File: config.mk
export PLATFORM = sky130hd
export DESIGN_NAME = vram_arbiter_flat
export DESIGN_NICKNAME = d
export VERILOG_FILES = /design/src/rtl/vram_arbiter_if.sv /design/src/rtl/vram_arbiter.sv /design/src/flat_wrapper.sv
export SDC_FILE = /design/constraint.sdc
export NUM_CORES = 1
export LEC_CHECK = 0
export CAP_MARGIN = 20
export CORE_ASPECT_RATIO = 0.9
export CORE_MARGIN = 1
export CORE_UTILIZATION = 30
export CTS_BUF_LIST = sky130_fd_sc_hd__clkbuf_8
export CTS_CLUSTER_DIAMETER = 80
export DETAILED_ROUTE_END_ITERATION = 8
export PLACE_DENSITY = 0.51
export SLEW_MARGIN = 40
export SYNTH_ARGS = -nofsm -noshare
export SYNTH_HDL_FRONTEND = slang
export SYNTH_SLANG_ARGS = --single-unit
File: constraint.sdc
create_clock -name dclk -period 3.3 [get_ports dclk]
set_input_delay 0.33 -clock dclk [delete_from_list [all_inputs] [get_ports dclk]]
set_output_delay 0.33 -clock dclk [all_outputs]
set_load 0.005 [all_outputs]
File: src/rtl/vram_arbiter_if.sv
// Bundle of VGA fetch, CPU data port and RAM port signals around the VRAM arbiter.
// slave = arbiter side, master = the clients/RAM side.
interface vram_arbiter_if #(
  parameter int AW    = 10,
  parameter int DW    = 32,
  parameter int DEPTH = 4
);
  localparam int CW = $clog2(DEPTH + 1);

  logic          vga_req;
  logic [AW-1:0] vga_addr;
  logic [DW-1:0] vga_rdata;
  logic          vga_valid;

  logic          cpu_req;
  logic          cpu_we;
  logic [AW-1:0] cpu_addr;
  logic [DW-1:0] cpu_wdata;
  logic          cpu_ready;
  logic [DW-1:0] cpu_rdata;
  logic          cpu_rvalid;

  logic          mem_en;
  logic          mem_we;
  logic [AW-1:0] mem_addr;
  logic [DW-1:0] mem_wdata;
  logic [DW-1:0] mem_rdata;

  logic [CW-1:0] wfifo_count;

  modport slave (
    input  vga_req, vga_addr, cpu_req, cpu_we, cpu_addr, cpu_wdata, mem_rdata,
    output vga_rdata, vga_valid, cpu_ready, cpu_rdata, cpu_rvalid,
           mem_en, mem_we, mem_addr, mem_wdata, wfifo_count
  );

  modport master (
    output vga_req, vga_addr, cpu_req, cpu_we, cpu_addr, cpu_wdata, mem_rdata,
    input  vga_rdata, vga_valid, cpu_ready, cpu_rdata, cpu_rvalid,
           mem_en, mem_we, mem_addr, mem_wdata, wfifo_count
  );
endinterface

File: src/rtl/vram_arbiter.sv
// Single-port VRAM arbiter: VGA fetch has absolute priority, CPU writes are posted
// into a FIFO, CPU reads wait for an empty FIFO so read-after-write stays coherent.
module vram_arbiter #(
  parameter int AW    = 10,
  parameter int DW    = 32,
  parameter int DEPTH = 4
) (
  input logic           dclk,
  input logic           clr,
  vram_arbiter_if.slave bus
);
  localparam int CW     = $clog2(DEPTH + 1);
  localparam int PW     = $clog2(DEPTH);
  localparam int STAGES = 1;

  typedef enum logic [1:0] {R_IDLE, R_PEND, R_WAIT} rd_state_t;

  rd_state_t     state, state_nxt;
  logic [CW-1:0] cnt;
  logic [PW-1:0] wr_ptr, rd_ptr;
  logic [AW-1:0] fifo_addr [DEPTH];
  logic [DW-1:0] fifo_data [DEPTH];
  logic [AW-1:0] rd_addr;
  logic [STAGES:0] vld_pipe;
  logic gnt_vga, gnt_rd, gnt_wr;
  logic push, pop, rd_accept, rd_issue, rd_capture;

  // Grant is gated by clr so the RAM port is quiet while reset is held.
  assign gnt_vga = bus.vga_req & ~clr;
  assign gnt_rd  = rd_issue & ~bus.vga_req & ~clr;
  assign gnt_wr  = ~rd_issue & ~bus.vga_req & ~clr & (cnt != '0);

  // Write readiness uses the registered count: a same-cycle pop never unblocks a full FIFO.
  assign bus.cpu_ready = ~clr & (bus.cpu_we ? (cnt < CW'(DEPTH))
                                            : (state == R_IDLE && cnt == '0));
  assign push      = bus.cpu_req & bus.cpu_we & bus.cpu_ready;
  assign rd_accept = bus.cpu_req & ~bus.cpu_we & bus.cpu_ready;
  assign pop       = gnt_wr;
  assign bus.wfifo_count = cnt;

  always_comb begin
    bus.mem_en    = gnt_vga | gnt_rd | gnt_wr;
    bus.mem_we    = gnt_wr;
    bus.mem_addr  = '0;
    bus.mem_wdata = '0;
    if (gnt_vga) begin
      bus.mem_addr = bus.vga_addr;
    end else if (gnt_rd) begin
      bus.mem_addr = rd_addr;
    end else if (gnt_wr) begin
      bus.mem_addr  = fifo_addr[rd_ptr];
      bus.mem_wdata = fifo_data[rd_ptr];
    end
  end

  always_ff @(posedge dclk or posedge clr) begin
    if (clr) begin
      cnt    <= '0;
      wr_ptr <= '0;
      rd_ptr <= '0;
    end else begin
      if (push) wr_ptr <= wr_ptr + 1'b1;
      if (pop)  rd_ptr <= rd_ptr + 1'b1;
      case ({push, pop})
        2'b10:   cnt <= cnt + 1'b1;
        2'b01:   cnt <= cnt - 1'b1;
        default: cnt <= cnt;
      endcase
    end
  end

  always_ff @(posedge dclk) begin
    if (push) begin
      fifo_addr[wr_ptr] <= bus.cpu_addr;
      fifo_data[wr_ptr] <= bus.cpu_wdata;
    end
  end

  // Read FSM: state register
  always_ff @(posedge dclk or posedge clr) begin
    if (clr) state <= R_IDLE;
    else     state <= state_nxt;
  end

  // Read FSM: next state
  always_comb begin
    state_nxt = state;
    case (state)
      R_IDLE:  if (rd_accept) state_nxt = R_PEND;
      R_PEND:  if (gnt_rd)    state_nxt = R_WAIT;
      R_WAIT:                 state_nxt = R_IDLE;
      default:                state_nxt = R_IDLE;
    endcase
  end

  // Read FSM: outputs
  always_comb begin
    rd_issue   = (state == R_PEND);
    rd_capture = (state == R_WAIT);
  end

  always_ff @(posedge dclk or posedge clr) begin
    if (clr) begin
      rd_addr        <= '0;
      vld_pipe       <= '0;
      bus.vga_rdata  <= '0;
      bus.cpu_rvalid <= 1'b0;
      bus.cpu_rdata  <= '0;
    end else begin
      if (rd_accept) rd_addr <= bus.cpu_addr;
      vld_pipe <= {vld_pipe[STAGES-1:0], gnt_vga};
      if (vld_pipe[0]) bus.vga_rdata <= bus.mem_rdata;
      bus.cpu_rvalid <= rd_capture;
      if (rd_capture) bus.cpu_rdata <= bus.mem_rdata;
    end
  end

  assign bus.vga_valid = vld_pipe[STAGES];
endmodule

File: src/flat_wrapper.sv
// flat-port wrapper written by rule: the top's interface ports become plain ports
module vram_arbiter_flat 
#(
  parameter int AW    = 10,
  parameter int DW    = 32,
  parameter int DEPTH = 4
)
  (dclk, clr, bus_vga_req, bus_vga_addr, bus_cpu_req, bus_cpu_we, bus_cpu_addr, bus_cpu_wdata, bus_mem_rdata, bus_vga_rdata, bus_vga_valid, bus_cpu_ready, bus_cpu_rdata, bus_cpu_rvalid, bus_mem_en, bus_mem_we, bus_mem_addr, bus_mem_wdata, bus_wfifo_count);
  vram_arbiter_if #(.AW(AW), .DW(DW), .DEPTH(DEPTH)) bus_i ();
  input logic dclk;
  input logic clr;
  input wire logic [$bits(bus_i.vga_req)-1:0] bus_vga_req;
  input wire logic [$bits(bus_i.vga_addr)-1:0] bus_vga_addr;
  input wire logic [$bits(bus_i.cpu_req)-1:0] bus_cpu_req;
  input wire logic [$bits(bus_i.cpu_we)-1:0] bus_cpu_we;
  input wire logic [$bits(bus_i.cpu_addr)-1:0] bus_cpu_addr;
  input wire logic [$bits(bus_i.cpu_wdata)-1:0] bus_cpu_wdata;
  input wire logic [$bits(bus_i.mem_rdata)-1:0] bus_mem_rdata;
  output wire logic [$bits(bus_i.vga_rdata)-1:0] bus_vga_rdata;
  output wire logic [$bits(bus_i.vga_valid)-1:0] bus_vga_valid;
  output wire logic [$bits(bus_i.cpu_ready)-1:0] bus_cpu_ready;
  output wire logic [$bits(bus_i.cpu_rdata)-1:0] bus_cpu_rdata;
  output wire logic [$bits(bus_i.cpu_rvalid)-1:0] bus_cpu_rvalid;
  output wire logic [$bits(bus_i.mem_en)-1:0] bus_mem_en;
  output wire logic [$bits(bus_i.mem_we)-1:0] bus_mem_we;
  output wire logic [$bits(bus_i.mem_addr)-1:0] bus_mem_addr;
  output wire logic [$bits(bus_i.mem_wdata)-1:0] bus_mem_wdata;
  output wire logic [$bits(bus_i.wfifo_count)-1:0] bus_wfifo_count;
  assign bus_i.vga_req = bus_vga_req;
  assign bus_i.vga_addr = bus_vga_addr;
  assign bus_i.cpu_req = bus_cpu_req;
  assign bus_i.cpu_we = bus_cpu_we;
  assign bus_i.cpu_addr = bus_cpu_addr;
  assign bus_i.cpu_wdata = bus_cpu_wdata;
  assign bus_i.mem_rdata = bus_mem_rdata;
  assign bus_vga_rdata = bus_i.vga_rdata;
  assign bus_vga_valid = bus_i.vga_valid;
  assign bus_cpu_ready = bus_i.cpu_ready;
  assign bus_cpu_rdata = bus_i.cpu_rdata;
  assign bus_cpu_rvalid = bus_i.cpu_rvalid;
  assign bus_mem_en = bus_i.mem_en;
  assign bus_mem_we = bus_i.mem_we;
  assign bus_mem_addr = bus_i.mem_addr;
  assign bus_mem_wdata = bus_i.mem_wdata;
  assign bus_wfifo_count = bus_i.wfifo_count;
  vram_arbiter #(.AW(AW), .DW(DW), .DEPTH(DEPTH)) u_core (.dclk(dclk), .clr(clr), .bus(bus_i));
endmodule
==> impl_metrics.xml <==
<?xml version="1.0" encoding="UTF-8"?>
<metrics>
  <group name="logic_synthesis">
    <metric name="synth_warn" unit="">0</metric>
    <metric name="synth.net_count" unit="">609</metric>
    <metric name="muxShareOfSynthArea" unit="">0.187</metric>
    <metric name="xor_xnor_fraction_of_synth_area" unit="">0.00525</metric>
    <metric name="synth_seq_cells" unit="">254</metric>
    <metric name="async_flop_share" unit="">0.339</metric>
    <metric name="synth.yosys.seq_area_share" unit="">0.719</metric>
    <metric name="fraction_of_the_mapped_netlist_area_in_simple_logic_gates" unit="">0.0403</metric>
    <metric name="synth-edff-count" unit="">168</metric>
    <metric name="synth_ff_type" unit="">sky130_fd_sc_hd__edfxtp_1</metric>
    <metric name="synth.distinct_cells" unit="">33</metric>
    <metric name="synthTopCellsByArea" unit="">sky130_fd_sc_hd__edfxtp_1 (50%), sky130_fd_sc_hd__dfrtp_1 (22%), sky130_fd_sc_hd__mux2_2 (7.4%), sky130_fd_sc_hd__mux4_2 (7.4%), sky130_fd_sc_hd__nor2b_1 (2.8%)</metric>
    <metric name="synth_area_in_compound_gates" unit="">0.0153</metric>
    <metric name="post-synth-top-area-fraction" unit="">0.504</metric>
    <metric name="mappedNetlistArea" unit="µm²">10000</metric>
    <metric name="yosys.area_share.adder" unit="">0.00825</metric>
    <metric name="yosys.area.top_type" unit="">sky130_fd_sc_hd__edfxtp_1</metric>
    <metric name="postSynthCellCount" unit="">514</metric>
    <metric name="avgSynthCellArea" unit="µm²">19.5</metric>
    <metric name="main_combinational_cell_family_by_area_after_synthesis" unit="">multiplexers</metric>
  </group>
  <group name="timing">
    <metric name="whs" unit="ps">296</metric>
    <metric name="grt_setup_unrepaired" unit="">no</metric>
    <metric name="setup_viol" unit="">0</metric>
    <metric name="hold_viol" unit="">0</metric>
    <metric name="finalCriticalPeriod" unit="ps">3060</metric>
    <metric name="setup_total_negative_slack" unit="ps">0</metric>
    <metric name="worst_max_slew_margin_expressed_relative_to_the_limit" unit="">0.636</metric>
    <metric name="slew_violations" unit="">0</metric>
    <metric name="layout_setup_ws" unit="ps">241</metric>
    <metric name="skew" unit="ps">19.0</metric>
    <metric name="worst_pin_slew" unit="ps">546</metric>
    <metric name="max_clock_freq" unit="MHz">327</metric>
    <metric name="timing.final.crit_share" unit="">0.927</metric>
  </group>
  <group name="setup_path">
    <metric name="critPathMaxFanout" unit="">31</metric>
    <metric name="timing.critical_path.required" unit="ps">2970</metric>
    <metric name="setup.worst_path.start_class" unit="">register</metric>
    <metric name="critPathKind" unit="">reg2out</metric>
    <metric name="timing.critical_path.to_type" unit="">output pin</metric>
    <metric name="critPathArrivalTime" unit="ps">2730</metric>
  </group>
  <group name="pwr">
    <metric name="total_power" unit="mW">9.17</metric>
    <metric name="power_frac_seq" unit="">0.457</metric>
    <metric name="p_clk_frac" unit="">0.266</metric>
    <metric name="ir_worst_vdd" unit="mV">0.225</metric>
    <metric name="leakage" unit="nW">4.83</metric>
    <metric name="sw_frac" unit="">0.269</metric>
    <metric name="combPwrFrac" unit="">0.277</metric>
    <metric name="power_switching" unit="mW">2.47</metric>
    <metric name="powerDensity" unit="nW/µm²">687</metric>
    <metric name="power_report.internal_total" unit="mW">6.70</metric>
  </group>
  <group name="floorplan">
    <metric name="fp.dieW" unit="µm">195</metric>
    <metric name="fp.dieH" unit="µm">175</metric>
    <metric name="io-pin-count" unit="">203</metric>
    <metric name="die-area" unit="µm²">34100</metric>
    <metric name="floorplan.initialDensity" unit="">0.304</metric>
    <metric name="placeableCoreArea" unit="µm²">32900</metric>
    <metric name="rows" unit="">63</metric>
  </group>
  <group name="clocking">
    <metric name="numCtsBuffers" unit="">43</metric>
    <metric name="ctsHtreeMaxLevel" unit="">2</metric>
    <metric name="clkSlewWorstSetupHoldPaths" unit="ps">60</metric>
    <metric name="holdBufCountCts" unit="">0</metric>
    <metric name="cts.root.buffer_cell" unit="">sky130_fd_sc_hd__clkbuf_8</metric>
    <metric name="cts_tree" unit="">built</metric>
    <metric name="clockBufferDepth" unit="">3</metric>
    <metric name="cts_repair_resize_count" unit="">0</metric>
    <metric name="cts_setup_buffers" unit="">0</metric>
    <metric name="cts.sinks" unit="">254</metric>
    <metric name="worst_skew_pair_later_pin_latency" unit="ps">550</metric>
  </group>
  <group name="routing">
    <metric name="total_number_of_vias" unit="">5406</metric>
    <metric name="routedWlPerCell" unit="µm">19.4</metric>
    <metric name="drtAntennaViolNets" unit="">0</metric>
    <metric name="detail_route.iter0.violations" unit="">191</metric>
    <metric name="post_drt_via_cell_ratio" unit="">4.49</metric>
    <metric name="drc" unit="">0</metric>
    <metric name="drt_pre_antenna_iters" unit="">4</metric>
    <metric name="routed_wl" unit="mm">23.3</metric>
  </group>
  <group name="layout">
    <metric name="layout.area.seq" unit="µm²">7200</metric>
    <metric name="area.growth.synth_to_final" unit="%">33.4</metric>
    <metric name="final_cell_mix" unit="">sky130_fd_sc_hd__clkdlybuf4s50_1 (202), sky130_fd_sc_hd__edfxtp_1 (168), sky130_fd_sc_hd__dfrtp_1 (84), sky130_fd_sc_hd__mux2_2 (66)</metric>
    <metric name="fill_cells" unit="">2968</metric>
    <metric name="drive_above_1_share" unit="">0.240</metric>
    <metric name="finalInstanceArea" unit="µm²">13300</metric>
    <metric name="layout.cells.most_common" unit="">sky130_fd_sc_hd__clkdlybuf4s50_1</metric>
    <metric name="instances_no_fill" unit="">1205</metric>
    <metric name="multi_input_comb_area" unit="µm²">2570</metric>
    <metric name="final_net_count" unit="">847</metric>
    <metric name="antenna-diode-count" unit="">0</metric>
    <metric name="post-route-util" unit="">0.406</metric>
  </group>
  <group name="placed_design">
    <metric name="final_estimated_routing_congestion_in_global_placement" unit="">0.746</metric>
    <metric name="place_area" unit="µm²">12600</metric>
    <metric name="dp.final_hpwl" unit="mm">15.9</metric>
    <metric name="port-buffer-count" unit="">202</metric>
    <metric name="placement.setup.worst_slack" unit="ps">387</metric>
    <metric name="numPlacedInstances" unit="">1129</metric>
  </group>
  <group name="run">
    <metric name="drv_cap" unit="">0</metric>
  </group>
  <group name="global_routing">
    <metric name="global_route_wire_length_before_repair" unit="mm">35.5</metric>
    <metric name="grt_antenna_before_repair" unit="">2</metric>
    <metric name="globalRouteOverflowTotal" unit="">0</metric>
    <metric name="first_global_vias" unit="">5978</metric>
    <metric name="grt.total_usage" unit="">0.138</metric>
    <metric name="grt_max_degree" unit="">74</metric>
  </group>
  <group name="worst_hold_path">
    <metric name="hold_class" unit="">in2async</metric>
  </group>
  <group name="status">
    <metric name="status" unit="">finished, final reports clean</metric>
  </group>
</metrics>
## state kept, by name, indices dropped and copies added, names as in the netlist
name                    cells
u_core.rd_addr             10
u_core.bus.cpu_rdata       32
u_core.bus.cpu_rvalid       1
u_core.state                2
u_core.bus.vga_rdata       32
u_core.vld_pipe             2
u_core.fifo_data          128
u_core.bus.wfifo_count      3
u_core.fifo_addr           40
u_core.rd_ptr               2
u_core.wr_ptr               2
## path summary, 6_finish.rpt
path,start,endpoint,slack [ps],cells past startpoint
max,u_core.rd_ptr[0]$_DFFE_PP0N_,bus_mem_wdata[4],240,4
min,clr,u_core.rd_addr[3]$_DFFE_PP0P_,300,3
max reg2reg,u_core.bus.wfifo_count[0]$_DFFE_PP0P_,u_core.bus.wfifo_count[2]$_DFFE_PP0P_,900,9
min reg2reg,u_core.bus.vga_rdata[26]$_DFFE_PP0P_,u_core.bus.vga_rdata[26]$_DFFE_PP0P_,500,1
max in group asynchronous,clr,u_core.bus.cpu_rdata[3]$_DFFE_PP0P_,2290,4
min in group dclk,bus_cpu_wdata[1],u_core.fifo_data[2][1]$_DFFE_PP_,410,1
## cells in the mapped netlist (5+ instances only)
library cell               number
sky130_fd_sc_hd__edfxtp_1     168
sky130_fd_sc_hd__dfrtp_1       86
sky130_fd_sc_hd__mux2_2        66
sky130_fd_sc_hd__nor2b_1       44
sky130_fd_sc_hd__mux4_2        33
sky130_fd_sc_hd__inv_1         18
sky130_fd_sc_hd__buf_2         17
sky130_fd_sc_hd__a22oi_1       10
sky130_fd_sc_hd__o22ai_1       10
sky130_fd_sc_hd__mux2_4         9
sky130_fd_sc_hd__mux4_1         9
sky130_fd_sc_hd__buf_6          5
sky130_fd_sc_hd__ha_1           5
## cells by family (layout without fill, tap and decap cells)
kind of cell	count (synthesis)	in the layout
fa+ha+maj	6	6
buf+inv	46	315
compound gates	22	22
mux	118	118
flops	254	254
simple gates	62	62
xor+xnor	6	6
## layer usage
| metal | wire length, µm | part of all wire | track usage |
|---|---|---|---|
| met3 | 1090 | 0.047 | 0.0296 |
| met2 | 12600 | 0.54 | 0.249 |
| met1 | 9140 | 0.39 | 0.161 |
| met4 | 519 | 0.022 | 0.0489 |
| met5 | 13 | 0.00056 | 0 |
## area by class of cell
class                           count  area share
Sequential cell                   254       0.540
Multi-Input combinational cell    214       0.193
Timing Repair Buffer              221       0.167
Clock buffer                       43      0.0443
Tap cell                          422      0.0396
Clock inverter                     33      0.0112
Inverter                           18     0.00516
## critical path, stage by stage (launching register included)
cell and delay (ps):
sky130_fd_sc_hd__dfrtp_4 610, sky130_fd_sc_hd__buf_12 290, sky130_fd_sc_hd__mux4_1 590, sky130_fd_sc_hd__nor2b_1 160, sky130_fd_sc_hd__clkdlybuf4s50_1 480
## power groups by stage
stage / logic (mW) / registers (mW) / clock network [mW]
floorplan: 1.46 / 4.09 / 0
global placement: 2.57 / 4.24 / 0
detailed placement: 2.60 / 4.27 / 0
CTS: 2.61 / 4.21 / 2.54
global route: 2.74 / 4.27 / 2.67
finish: 2.54 / 4.19 / 2.44
(Power assumes the default switching activity.)
